**config.mk**
```make
export PLATFORM = sky130hd
export DESIGN_NAME = rhs_spi_master
export DESIGN_NICKNAME = d
export VERILOG_FILES = /design/src/rtl/rhs_spi_master.sv
export SDC_FILE = /design/constraint.sdc
export NUM_CORES = 1
export LEC_CHECK = 0
export BUFFER_PORTS_ARGS = -buffer_cell sky130_fd_sc_hd__buf_2
export CORE_ASPECT_RATIO = 1.5
export CORE_MARGIN = 2
export CORE_UTILIZATION = 59
export DETAILED_ROUTE_END_ITERATION = 12
export GPL_TIMING_DRIVEN = 1
export PLACE_DENSITY = 0.8
export SETUP_SLACK_MARGIN = 0.15
export SLEW_MARGIN = 25
export SYNTH_ARGS = -nofsm -noshare
export SYNTH_HDL_FRONTEND = slang
export SYNTH_SLANG_ARGS = --single-unit
```
**constraint.sdc**
```tcl
create_clock -name clk -period 3.05 [get_ports clk]
set_input_delay 0.305 -clock clk [delete_from_list [all_inputs] [get_ports clk]]
set_output_delay 0.305 -clock clk [all_outputs]
set_load 0.02 [all_outputs]
```
**src/rtl/rhs_spi_master.sv**
```systemverilog
// ---------------------------------------------------------------------------
// rhs_spi_master
//
// SPI master sequencer for the RHS front end. Each accepted start sweeps
// NUM_CHANNELS+2 frames of 32-bit CONVERT commands (SPI mode 0, MSB first).
// The slave answers two frames late, so the MISO word of frame k belongs to
// channel k-2. The first two responses of a sweep are dropped.
//
// Ports
//   clk            system clock, rising edge
//   rst            asynchronous active-high reset
//   start          sweep request, sampled only in IDLE
//   busy           high while a sweep is in progress
//   CS             active-low chip select
//   SCLK           SPI clock, idles low
//   MOSI           command bit stream
//   MISO           response bit stream from the slave
//   sample_data    MISO[31:16] of the frame that carries the sample
//   sample_channel channel the sample belongs to
//   sample_valid   one-cycle strobe qualifying sample_data/sample_channel
//   frame_done     one-cycle strobe at the end of a sweep
//
// Build option
//   RHS_SPI_MASTER_CONTINUOUS_EN : when defined, start held high at the end
//   of the last frame chains straight into a new sweep without visiting IDLE.
// ---------------------------------------------------------------------------
module rhs_spi_master #(
    parameter int CLK_DIV        = 2,
    parameter int NUM_CHANNELS   = 16,
    parameter int CS_HIGH_CYCLES = 4
) (
    input  logic        clk,
    input  logic        rst,
    input  logic        start,
    output logic        busy,
    output logic        CS,
    output logic        SCLK,
    output logic        MOSI,
    input  logic        MISO,
    output logic [15:0] sample_data,
    output logic [5:0]  sample_channel,
    output logic        sample_valid,
    output logic        frame_done
);

    typedef enum logic [2:0] {
        IDLE,
        CS_SETUP,
        SCLK_HI,
        SCLK_LO,
        CS_HOLD,
        CS_GAP
    } state_t;

    localparam logic [7:0] DIV_RELOAD = 8'(CLK_DIV - 1);
    localparam logic [7:0] GAP_RELOAD = 8'(CS_HIGH_CYCLES - 1);
    localparam logic [6:0] LAST_FRAME = 7'(NUM_CHANNELS + 1);
    localparam logic [6:0] NUM_CH_W   = 7'(NUM_CHANNELS);
    localparam logic [5:0] LAST_CH    = 6'(NUM_CHANNELS - 1);

    state_t      state_reg;
    logic [7:0]  div_cnt_reg;
    logic [4:0]  bit_cnt_reg;     // index of the bit currently on the wire
    logic [6:0]  frame_cnt_reg;   // k = 0 .. NUM_CHANNELS+1
    logic [15:0] rx_reg;          // upper half of the MISO word

    logic [5:0]  cmd_ch;
    logic [31:0] cmd_word;
    logic [4:0]  bit_dec;

    // The two flush frames repeat the last channel so the slave stays in range.
    assign cmd_ch   = (frame_cnt_reg < NUM_CH_W) ? frame_cnt_reg[5:0] : LAST_CH;
    assign cmd_word = {2'b00, 8'h00, cmd_ch, 16'h0000};
    assign bit_dec  = bit_cnt_reg - 5'd1;

    always_ff @(posedge clk or posedge rst) begin
        if (rst) begin
            state_reg      <= IDLE;
            div_cnt_reg    <= '0;
            bit_cnt_reg    <= '0;
            frame_cnt_reg  <= '0;
            rx_reg         <= '0;
            busy           <= 1'b0;
            CS             <= 1'b1;
            SCLK           <= 1'b0;
            MOSI           <= 1'b0;
            sample_data    <= '0;
            sample_channel <= '0;
            sample_valid   <= 1'b0;
            frame_done     <= 1'b0;
        end else begin
            sample_valid <= 1'b0;
            frame_done   <= 1'b0;

            case (state_reg)
                IDLE: begin
                    if (start) begin
                        state_reg     <= CS_SETUP;
                        busy          <= 1'b1;
                        CS            <= 1'b0;
                        MOSI          <= 1'b0;   // command MSB is always 0
                        frame_cnt_reg <= '0;
                        bit_cnt_reg   <= 5'd31;
                        div_cnt_reg   <= DIV_RELOAD;
                    end
                end

                CS_SETUP: begin
                    if (div_cnt_reg == 8'd0) begin
                        state_reg   <= SCLK_HI;
                        SCLK        <= 1'b1;
                        rx_reg      <= {rx_reg[14:0], MISO};
                        div_cnt_reg <= DIV_RELOAD;
                    end else begin
                        div_cnt_reg <= div_cnt_reg - 8'd1;
                    end
                end

                SCLK_HI: begin
                    if (div_cnt_reg == 8'd0) begin
                        state_reg   <= SCLK_LO;
                        SCLK        <= 1'b0;
                        MOSI        <= (bit_cnt_reg != 5'd0) ? cmd_word[bit_dec] : 1'b0;
                        div_cnt_reg <= DIV_RELOAD;
                    end else begin
                        div_cnt_reg <= div_cnt_reg - 8'd1;
                    end
                end

                SCLK_LO: begin
                    if (div_cnt_reg == 8'd0) begin
                        div_cnt_reg <= DIV_RELOAD;
                        if (bit_cnt_reg == 5'd0) begin
                            state_reg <= CS_HOLD;
                            // Responses of the first two frames are pipeline fill.
                            if (frame_cnt_reg >= 7'd2) begin
                                sample_valid   <= 1'b1;
                                sample_data    <= rx_reg;
                                sample_channel <= 6'(frame_cnt_reg - 7'd2);
                            end
                        end else begin
                            state_reg   <= SCLK_HI;
                            SCLK        <= 1'b1;
                            bit_cnt_reg <= bit_dec;
                            // Only bits 31..16 are kept; once bit 16 is in,
                            // the register holds the sample word.
                            if (bit_dec[4]) begin
                                rx_reg <= {rx_reg[14:0], MISO};
                            end
                        end
                    end else begin
                        div_cnt_reg <= div_cnt_reg - 8'd1;
                    end
                end

                CS_HOLD: begin
                    if (div_cnt_reg == 8'd0) begin
                        state_reg   <= CS_GAP;
                        CS          <= 1'b1;
                        div_cnt_reg <= GAP_RELOAD;
                    end else begin
                        div_cnt_reg <= div_cnt_reg - 8'd1;
                    end
                end

                CS_GAP: begin
                    if (div_cnt_reg == 8'd0) begin
                        if (frame_cnt_reg == LAST_FRAME) begin
                            frame_done <= 1'b1;
`ifdef RHS_SPI_MASTER_CONTINUOUS_EN
                            if (start) begin
                                state_reg     <= CS_SETUP;
                                CS            <= 1'b0;
                                MOSI          <= 1'b0;
                                frame_cnt_reg <= '0;
                                bit_cnt_reg   <= 5'd31;
                                div_cnt_reg   <= DIV_RELOAD;
                            end else begin
                                state_reg <= IDLE;
                                busy      <= 1'b0;
                            end
`else
                            state_reg <= IDLE;
                            busy      <= 1'b0;
`endif
                        end else begin
                            state_reg     <= CS_SETUP;
                            CS            <= 1'b0;
                            MOSI          <= 1'b0;
                            frame_cnt_reg <= frame_cnt_reg + 7'd1;
                            bit_cnt_reg   <= 5'd31;
                            div_cnt_reg   <= DIV_RELOAD;
                        end
                    end else begin
                        div_cnt_reg <= div_cnt_reg - 8'd1;
                    end
                end

                default: begin
                    state_reg <= IDLE;
                    busy      <= 1'b0;
                    CS        <= 1'b1;
                    SCLK      <= 1'b0;
                end
            endcase
        end
    end

endmodule

```
### Word level (Yosys, flattened, before mapping)

Index checks and enable logic that the tools add are counted.

* flip-flop bits (word level): 67
* input bits: 4

* add/sub/neg operators: 4
* $lt $le $gt $ge: 3
* equality and inequality tests: 17
* mux-type cells: 56
* bitwise gates (word level): 3
* reductions and logical operators: 22

Operator list (number)
* $mux W16: 4
* $mux W8: 5
* $pmux W16 S2: 1
* $pmux W8 S4: 1
* $mux W5: 5
* $mux W1: 21
* $mux W3: 7
* $mux W7: 3
* $ne A2 B2 Y1 const B: 10
* $reduce_and A5 Y1: 4
* $pmux W3 S6: 1
* $pmux W5 S3: 1
* $pmux W7 S2: 1
* $reduce_and A4 Y1: 3
* $reduce_and A6 Y1: 2
* $logic_not A8 Y1: 1
* $pmux W1 S4: 2
* $sub A8 B1 Y8 const B: 1
* $add A7 B1 Y7 const B: 1
* $eq A7 B5 Y1 const B: 1
* $ge A7 B2 Y1 const B: 1
* $lt A7 B5 Y1 const B: 1
* $eq A3 B2 Y1 const B: 2
* $eq A3 B3 Y1 const B: 2
* 18 further kinds: 24

### Longest topological paths before layout

Gate-level depths: netlist of the first run.

* depth in word-level cells: 7
* depth in mapped cells: 9
* mapped depth without buffers: 7

### Worst setup path before layout of the first run

OpenSTA, ideal clock, no wires.

* path kind: register to register
* start point: reg bit_cnt_reg[0]
* end point: reg sample_channel[5]
* library setup time: 0.125 ns
* data arrival time: 2.092 ns
* data required time: 2.925 ns
* path slack: 0.834 ns
* cell stages (with the launch flop): 10
* buffers on the path: 2
* clock period less this slack: 2.216 ns
* path through: dfrtp_1 > inv_1 > ha_1 > nor4b_2 > nand2_1 > nor2_1 > and3_1 > clkbuf_2 > buf_2 > mux2_2

* cells in the longest elaborated chain, start to end: 2

RTL lines
* start: declaration: line 63 `logic [4:0] bit_cnt_reg;`
* start signal: assignment: line 144 `bit_cnt_reg <= bit_dec;`
* $logic_not A5 Y1: line 133 `if (bit_cnt_reg == 5'd0) begin`
* $reduce_and A4 Y1 (no line)
* end signal: assignment: line 139 `sample_channel <= 6'(frame_cnt_reg - 7'd2);`
* end: declaration: line 41 `output logic [5:0] sample_channel,`

Every way passes these cells.
A chain may end at the register's enable or synchronous reset.

### Final worst setup path of the first run

* start point: reg bit_cnt_reg[0]
* end point: reg sample_data[12]

* cells in the longest elaborated chain, start to end: 2

RTL lines
* $logic_not A5 Y1: line 133
* $reduce_and A4 Y1 (no line)
* end signal: assignment: line 138 `sample_data <= rx_reg;`
* end: declaration: line 40 `output logic [15:0] sample_data,`

Every way passes these cells.

==> metrics, run 1 <==
status=finished clean; WP buf/inv=3; Critical Path Stages=9; crit path launch type=flip-flop; Final Non-Filler Cells=~400; ANT nets after route=0; GRT Overall Usage=22.9%; Power, Total=roughly 2.7 mW; clock root cell=clkbuf_8; num rows=33; pwr/cell area=roughly 740 mW/mm²; final net count=around 330; final worst-path cycle share=~80%; drt pass-1 iters=4; Die Wd=64.9 µm; sequential share of the synthesized area=a little over 50%; most common cell after layout, fill and taps aside=dfrtp_1; worst reg2reg path depth=9; max incr delay on CP=~0.43 ns; unrepaired setup endpoints after global routing=false; Worst IR Drop VDD=about 0.43 mV; wire per inst=around 16 µm; Setup WS pre-CTS=about 0.65 ns; CTS max path bufs=2; Final setup viols=0; Cell Chain, Critical Path=inv_1 > ha_1 > nor4b_2 > buf_4 > nand2_1 > nor2_1 > and3_1 > buf_4 > mux2_2; Post-synth EDFFs=0; Yosys reg bits=67; worst min-delay path class=input port to flip-flop; Post-Synthesis Cells=roughly 290; Worst-Margin Slew=~0.67 ns; CTS clock-pin slew for the worst setup and hold paths=0.08 ns; Initial Utilization=60.6%; Req. time, crit path=around 3.3 ns; Post-CTS Setup Bufs=0; Worst setup EP type=flip-flop; achievable frequency=411 MHz; CP dominant cell by count=buf_4; TritonCTS Sinks=67; met3 Use GR=under 10%; routability cong.=approximately 0.86; Resized cells post-CTS=0; CTS buffer count=9; Die Ht=95.3 µm; global-route wire length before repair=about 11000 µm; async set-reset flop share out of synthesis=100%; LEAKAGE=about 1.9 nW; vias in the first global route=2270; worst-skew pair later-pin latency=around 0.34 ns; placed cell count=roughly 380; Syn Area/Cell=11.5 µm²; Main synth FF type=dfrtp_1; met1 usage=approximately 27%; Core Area=0.00541 mm²; Setup Skew=between 0.006 and 0.007 ns; final core utilization=approximately 69%; DRC=0; H-tree Lvls=3; drt total wl=6340 µm; total die area=0.00618 mm²; final hold slack=a little under 0.2 ns; max cap viols=0; hold path depth=2; Diodes inserted=0; port bufs=31; layout cell share with drive strength beyond 1=between 30% and 40%; initial antenna violation count=0; Setup TNS Final=0 ns; area delta synth->final=13.6%; Netlist Area Pre-Place=between 0.003 and 0.004 mm²; # IOs=32; global routing usage on met2=roughly two fifths; Crit Path Class=flip-flop to flip-flop; Vias=between 2000 and 2500; final instance area=roughly 0.0037 mm²; via/cell ratio=~5.9; Largest delay share family, worst path=simple AND/OR/NAND/NOR gates; Final HPWL DP=around 4500 µm; Yosys cell types=50; Starting DRT DRC Count=approximately 210; syn_nets=297; Yosys warnings=0; final slew viol count=0; Slew HR=55.4%; peak fanout along the critical path=22; Arrival @ worst endpoint=2.66 ns; global route total overflow=0; slowest cell on the critical path=dfrtp_1; Setup WS post-layout=slightly above 0.6 ns; commonest cells after routing, fill and taps aside=dfrtp_1, buf_2, mux2_2, nor2_1, nand2_1; Final Critical Period=2.44 ns; TritonCTS clock tree=done; final hold vios=0; gr busiest metal=met2; Placed Instance Area=approximately 0.0035 mm²; pin count of the biggest net entering global routing=34
## power by group
part | internal [mW] | switching [mW]
registers | 1.03 | 0.212
clock network | 0.465 | 0.353
logic | 0.318 | 0.362
## worst register-to-register path: stages, from the launching register on
cell and delay [ns]:
dfrtp_1 0.43, inv_1 0.08, ha_1 0.23, nor4b_2 0.22, buf_4 0.17, nand2_1 0.09
nor2_1 0.23, and3_1 0.18, buf_4 0.29, mux2_2 0.39
## path summary, 6_finish.rpt
kind / slack, ns / startpoint / end
setup reg to reg: 0.61 / bit_cnt_reg[0] / sample_data[12]
hold reg to reg: 0.49 / div_cnt_reg[5] / div_cnt_reg[5]
setup / recovery: 0.61 / bit_cnt_reg[0] / sample_data[12]
min in group asynchronous: 0.46 / rst / div_cnt_reg[4]
max in group asynchronous: 1.88 / rst / sample_channel[0]
hold / removal: 0.20 / MISO / rx_reg[0]
## cell usage after synthesis (2+ instances only)
library cell	n	area share [%]
nand3_1	7	1.1
or3_1	3	0.57
mux2i_1	2	0.61
mux2_4	10	4.6
and3_1	8	1.5
dfrtp_1	66	50
a21oi_1	10	1.5
clkbuf_1	5	0.57
nor3_1	15	2.3
a31oi_1	5	0.95
xor2_1	4	1.1
nor3b_1	2	0.46
mux2_2	29	10
ha_1	8	3.1
o21ai_1	2	0.31
a22o_1	3	0.80
nor2_1	18	2.1
o21ai_0	12	1.8
or4_1	2	0.46
o31ai_1	3	0.69
a211o_1	2	0.53
buf_2	5	0.76
nand4_1	4	0.76
xnor2_1	4	1.1
nor4_1	2	0.38
nand2_1	17	1.9
inv_1	14	1.6
## cell type report
| class | instances | area [µm²] |
|---|---|---|
| fill | 395 | 1680 |
| clock inverter | 7 | 100 |
| multi-input combinational | 191 | 1480 |
| timing repair buffer | 37 | 203 |
| sequential | 67 | 1680 |
| clock buffer | 9 | 124 |
| tap | 70 | 87.6 |
| inverter | 14 | 52.6 |
## routing by layer
| metal | routed length (µm) | part of all wire, % |
|---|---|---|
| met4 | 112 | 1.8 |
| met3 | 239 | 3.8 |
| met5 | 0 | 0 |
| met2 | 3330 | 52 |
| met1 | 2660 | 42 |
## what timing repair did
action	in CTS	in global routing
endpoints found under the hold margin	11	0
hold buffers	1	0
endpoints found under the setup margin	0	0
## kinds of logic after synthesis
group	Yosys count	share of synthesized area (%)
AND/OR/NAND/NOR	86	14.6
flip-flops	67	51.2
AO/OA/AOI/OAI	47	9.58
multiplexers	42	15.8
buffers and inverters	27	3.66
XOR/XNOR	8	2.14
adder cells (fa/ha/maj)	8	3.05
Note: power is estimated with default switching activity, not from simulation.
==> inputs of run 2 (changes only) <==
--- a/config.mk
+++ b/config.mk
@@ -5,13 +5,14 @@
 export SDC_FILE = /design/constraint.sdc
 export NUM_CORES = 1
 export LEC_CHECK = 0
+export ABC_AREA = 1
 export BUFFER_PORTS_ARGS = -buffer_cell sky130_fd_sc_hd__buf_2
 export CORE_ASPECT_RATIO = 1.5
 export CORE_MARGIN = 2
-export CORE_UTILIZATION = 59
+export CORE_UTILIZATION = 54
 export DETAILED_ROUTE_END_ITERATION = 12
 export GPL_TIMING_DRIVEN = 1
-export PLACE_DENSITY = 0.8
+export PLACE_DENSITY = 0.76
 export SETUP_SLACK_MARGIN = 0.15
 export SLEW_MARGIN = 25
 export SYNTH_ARGS = -nofsm -noshare
==> constraint.sdc (replaced) <==
create_clock -name clk -period 2.1 [get_ports clk]
set_input_delay 0.21 -clock clk [delete_from_list [all_inputs] [get_ports clk]]
set_output_delay 0.21 -clock clk [all_outputs]
set_load 0.02 [all_outputs]
==> run 2 against run 1 <==
Effect of this change:
- maximum frequency increased by 36%
- clock power increased by 42%
- largest cell class is now multi-input combinational cells
- critical path type unchanged
- routed wire length increased by 19%
- sequential cell count unchanged
- synthesized area increased by 21%
- first-iteration DRC count decreased by 22%
==> metrics, run 2 <==
LEAKAGE=between 2 and 2.5 nW; unrepaired setup endpoints after global routing=false; Final HPWL DP=approximately 5400 µm; DRT met1 WL=3140 µm; Yosys reg bits=67; DR WL met2=4020 µm; Diodes inserted=0; final hold vios=0; Worst setup EP type=flip-flop; CTS buffer count=9; Arrival @ worst endpoint=between 2 and 2.5 ns; initial antenna violation count=0; pin count of the biggest net entering global routing=around 70; via/cell ratio=slightly above 5; final net count=between 500 and 600; worst min-delay path class=input port to flip-flop; area delta synth->final=10.8%; max cap viols=0; Final setup viols=0; global route total overflow=0; TritonCTS Sinks=67; # IOs=32; Crit Path Class=flip-flop to flip-flop; Die Wd=74.1 µm; DRC=0; GRT Overall Usage=20.9%; uppermost layer routed=met4; Post-synth EDFFs=0; Synth top area share=between 40 and 50%; routability cong.=roughly 0.92; total die area=between 0.008 and 0.009 mm²; wire per inst=approximately 12 µm; TritonCTS clock tree=done; Yosys cell types=37; internal power consumption=just over 3 mW; part of the power in combinational logic=a little under half; ANT nets after route=0; register share of total power=between 30% and 40%; Netlist Area Pre-Place=between 0.003 and 0.004 mm²; Final Critical Period=about 1.8 ns; crit path launch type=flip-flop; worst-skew pair later-pin latency=roughly 0.34 ns; met3 wire length=roughly 230 µm; Worst-Margin Slew=0.410 ns; num rows=38; clock root cell=clkbuf_8; Req. time, crit path=around 2.3 ns; sequential share of the synthesized area=about 42%; Worst IR Drop VDD=about 0.95 mV; most common cell after layout, fill and taps aside=nand2_1; Main synth FF type=dfrtp_1; final instance area=between 0.004 and 0.005 mm²; Vias=around 3100; Post-Synthesis Cells=approximately 470; commonest cells after routing, fill and taps aside=nand2_1, dfrtp_1, inv_1, nor2_1, buf_2; Placed Instance Area=roughly 0.0042 mm²; cell taking the most area after synthesis=dfrtp_1; port bufs=31; vias in the first global route=just under 3000; Post-synth top cells=nand2_1, dfrtp_1, inv_1; Setup TNS Final=0 ns; Yosys warnings=0; Die Ht=about 110 µm; top cells by area, synth=dfrtp_1, nand2_1, inv_1; CTS max path bufs=2; Final Non-Filler Cells=roughly 610; Clock power frac=approximately a fifth; async set-reset flop share out of synthesis=100%; pwr/cell area=approximately 1300 mW/mm²; most instantiated library cell after synthesis=nand2_1; net switching power=roughly 2.5 mW; global-route wire length before repair=between 10000 and 15000 µm; Sw Share=about 45%; final worst-path cycle share=a little under nine tenths; Slew HR=between 70 and 80%; Setup Skew=approximately 0.008 ns; Core Area=between 0.007 and 0.008 mm²; placed cell count=591; Initial Utilization=a little under three fifths; status=finished clean; H-tree Lvls=3; layout cell share with drive strength beyond 1=between 20% and 30%; syn_nets=~480; peak fanout along the critical path=9; achievable frequency=557 MHz; Syn Area/Cell=8.51 µm²; drt total wl=7550 µm; final slew viol count=0; drt pass-1 iters=4; Starting DRT DRC Count=roughly 160; CTS clock-pin slew for the worst setup and hold paths=around 0.07 ns
[run 2: cell count changes after synthesis, sizes merged, moves of 15 or more]
cell	previous run	this run
nor2	19	62
nand3	7	48
nor3	15	0
o21bai	0	17
mux2	39	0
nand2	17	130
inv	14	59
o21ai	14	36
[run 2: logic make-up after synthesis]
kind of cell             Yosys count  share of synthesized area, %
AO/OA/AOI/OAI                     61                          11.8
XOR/XNOR                          10                          2.20
adder cells (fa/ha/maj)            8                          2.52
buffers and inverters             72                          9.00
flip-flops                        67                          42.2
AND/OR/NAND/NOR                  249                          32.3
[run 2: repair_timing]
item	4_1_cts	5_1_grt
hold buffers	1	0
resized for setup	0	1
hold endpoints to repair	66	0
setup endpoints to repair	0	1
buffers inserted	0	0
[run 2: layout make-up]
type	count	area, µm²
fill	603	2770
multi-input combinational	328	1940
sequential	67	1680
inverter	60	231
timing repair buffer	37	215
clock buffer	10	138
tap	100	125
clock inverter	5	77.6
[run 2: critical path, cell delays in order, from the launching register on]
cell and delay, ns:
dfrtp_1 0.38, inv_1 0.12, ha_1 0.21, nand2_2 0.15
nor2_8 0.25, nor2_1 0.08, nor2_2 0.20, nand3_2 0.17
nand2_1 0.10, nand2_1 0.04
[run 2: worst paths after layout]
| check | start | to | slack, ns | cells after the start |
|---|---|---|---|---|
| min in group asynchronous | rst | sample_data[1] | 0.49 | 4 |
| worst max-delay path | div_cnt_reg[0] | bit_cnt_reg[4] | 0.30 | 9 |
| worst max register to register | div_cnt_reg[0] | bit_cnt_reg[4] | 0.30 | 9 |
| worst min register to register | CS | CS | 0.47 | 2 |
| worst min-delay path | MISO | rx_reg[0] | 0.12 | 3 |
| max in group asynchronous | rst | CS | 1.30 | 4 |
[run 2: per-layer routing]
| metal | up-vias | global-route usage [%] |
|---|---|---|
| met5 | - | 0 |
| met4 | 0 | 8.57 |
| met3 | 17 | 3.88 |
| met2 | 60 | 37.1 |
| met1 | 1478 | 24.3 |
| li1 | 1560 | - |
[run 2: metrics by stage]
stage	util (%)	hold slack [ns]	power, mW	setup WS (ns)
2_1_floorplan	-	0.338	4.09	0.208
3_3_place_gp	58.2	0.306	4.37	0.356
3_5_place_dp	58.2	0.312	4.46	0.296
4_1_cts	61.4	0.109	5.64	0.288
5_1_grt	61.4	0.136	6.06	0.175
6_report	61.4	0.118	5.61	0.304
[run 2: power by group through the flow]
stage                     clock (mW)  combinational [mW]  sequential [mW]
after floorplan                    0                2.27             1.81
after global routing            1.24                2.94             1.88
after global placement             0                2.53             1.84
final                           1.16                2.60             1.84
after detailed placement           0                2.60             1.86
after CTS                       1.19                2.61             1.84
==> inputs of run 3 (changes only) <==
--- a/config.mk
+++ b/config.mk
@@ -5,14 +5,13 @@
 export SDC_FILE = /design/constraint.sdc
 export NUM_CORES = 1
 export LEC_CHECK = 0
-export ABC_AREA = 1
 export BUFFER_PORTS_ARGS = -buffer_cell sky130_fd_sc_hd__buf_2
 export CORE_ASPECT_RATIO = 1.5
 export CORE_MARGIN = 2
-export CORE_UTILIZATION = 54
+export CORE_UTILIZATION = 53
 export DETAILED_ROUTE_END_ITERATION = 12
 export GPL_TIMING_DRIVEN = 1
-export PLACE_DENSITY = 0.76
+export PLACE_DENSITY = 0.75
 export SETUP_SLACK_MARGIN = 0.15
 export SLEW_MARGIN = 25
 export SYNTH_ARGS = -nofsm -noshare
==> run 3 against run 2 <==
Effect of this change:
- clock power fell by 18%
- design area fell by 0.82%
- utilization rose by 11 points
- critical path depth fell by 4
- critical path type unchanged
- largest cell class unchanged
- largest power group is now registers
==> metrics, run 3 (synthesis gave the netlist of run 1 again) <==
Starting DRT DRC Count=slightly above 200; Final HPWL DP=approximately 4900 µm; Die Ht=100 µm; worst-skew pair later-pin latency=between 0.3 and 0.4 ns; fillcell total=roughly 400; drt total wl=around 8000 µm; final instance area=~0.0044 mm²; total die area=between 0.006 and 0.007 mm²; Worst-Margin Slew=roughly 0.48 ns; met1 usage=about 28%; clock root cell=clkbuf_8; Slew HR=around two thirds; CTS clock-pin slew for the worst setup and hold paths=approximately 0.07 ns; drt pass-1 iters=4; # IOs=32; layout cell share with drive strength beyond 1=between 40% and 50%; crit path launch type=flip-flop; area delta synth->final=33.3%; global route total overflow=0; Placed Instance Area=0.00373 mm²; final worst-path cycle share=between 90% and 100%; final slew viol count=0; max cap viols=0; Sw Share=35.9%; Worst IR Drop VDD=about 0.77 mV; Worst setup EP type=flip-flop; global routing usage on met2=40.4%; most common cell after layout, fill and taps aside=dfrtp_1; Setup TNS Final=0 ns; part of the power in combinational logic=35.7%; met3 Use GR=roughly 5.5%; unrepaired setup endpoints after global routing=true; final net count=~370; commonest cells after routing, fill and taps aside=dfrtp_1, mux2_4, buf_4, buf_2, nor2_1; initial antenna violation count=0; Die Wd=~70 µm; GRT Overall Usage=roughly a quarter; pin count of the biggest net entering global routing=48; TritonCTS Sinks=67; via/cell ratio=approximately 5.7; Clock power frac=between 20% and 30%; net switching power=around 1.5 mW; num rows=35; peak fanout along the critical path=8; Arrival @ worst endpoint=around 2.3 ns; register share of total power=41.9%; DRC=0; worst min-delay path class=input port to flip-flop; routability cong.=roughly 0.89; pwr/cell area=approximately 970 mW/mm²; status=finished clean; vias in the first global route=between 2000 and 3000; final hold vios=0; TritonCTS clock tree=done; H-tree Lvls=3; Initial Utilization=between 50% and 60%; ANT nets after route=0; port bufs=31; gr busiest metal=met2; global-route wire length before repair=between 10000 and 15000 µm; internal power consumption=2.71 mW; wire per inst=18.3 µm; Diodes inserted=0; Final Critical Period=~2.1 ns; CTS buffer count=9; Crit Path Class=flip-flop to flip-flop; Setup Skew=around 0.014 ns; Vias=roughly 2500; LEAKAGE=~2.1 nW; Core Area=0.00604 mm²; CTS max path bufs=2; Req. time, crit path=about 2.3 ns; achievable frequency=~480 MHz; Final setup viols=0
run 3: cell count changes in the layout (fill, tap and decap cells not counted), sizes merged, moves of 15 or more:
cell	before	now
o21bai	17	0
nor2	62	19
nand2	130	17
nor3	0	15
nand3	48	7
inv	59	14
buf	36	74
o21ai	36	14
mux2	0	39
run 3: final timing paths:
path | startpoint | to | slack, ns | depth (start not counted)
setup / recovery | div_cnt_reg[4] | rx_reg[13] | 0.003 | 5
setup reg to reg | div_cnt_reg[4] | rx_reg[13] | 0.003 | 5
max in group asynchronous | rst | frame_cnt_reg[0] | 1.05 | 4
hold reg to reg | sample_data[6] | sample_data[6] | 0.50 | 1
hold / removal | MISO | rx_reg[0] | 0.1 | 2
min in group asynchronous | rst | div_cnt_reg[0] | 0.42 | 3
run 3: power groups by stage:
stage	sequential [mW]	combinational (mW)	clock [mW]
after global routing	1.80	1.65	1.03
after detailed placement	1.77	1.24	0
after global placement	1.76	1.19	0
after floorplan	1.70	0.909	0
final	1.77	1.51	0.949
after CTS	1.76	1.32	0.976
run 3: critical path, stage by stage (launching register included):
cell and delay, ns:
dfrtp_1 0.39, or4_4 0.59, nor4b_4 0.30, nand4_4 0.19, clkbuf_16 0.22, mux2_4 0.29
run 3: timing repair:
item / CTS / global route
hold endpoints to repair: 19 / 0
setup buffers: 8 / 7
setup endpoints to repair: 58 / 64
pin swaps: 5 / 24
gates resized for setup: 21 / 52
hold buffers: 1 / 0
gates cloned: 1 / 2
run 3: cell type report:
type	instances	area, µm²	area share [%]
Multi-Input combinational cell	191	1750	40.1
Sequential cell	67	1680	38.4
Timing Repair Buffer	77	627	14.3
Clock buffer	10	138	3.15
Tap cell	74	92.6	2.12
Inverter	14	52.6	1.20
Clock inverter	5	30.0	0.687
run 3: metal layers:
metal / part of all wire [%] / wire, µm / vias to the layer above
li1: - / - / 1175
met1: 41 / 3250 / 1278
met2: 54 / 4370 / 49
met3: 3.3 / 266 / 11
met4: 1.6 / 130 / 0
met5: 0 / 0 / -
run 3: stage by stage:
stage	setup WS (ns)	hold WS, ns	total power [mW]	utilization [%]	std cells
after floorplan	-0.0142	0.359	2.61	-	285
after global placement	0.00915	0.247	2.96	61.8	404
after detailed placement	-0.0472	0.254	3.01	61.8	404
after CTS	0.0506	0.0940	4.05	67.4	429
after global routing	-0.0530	0.0930	4.49	72.3	438
final	0.00251	0.0996	4.23	72.3	438
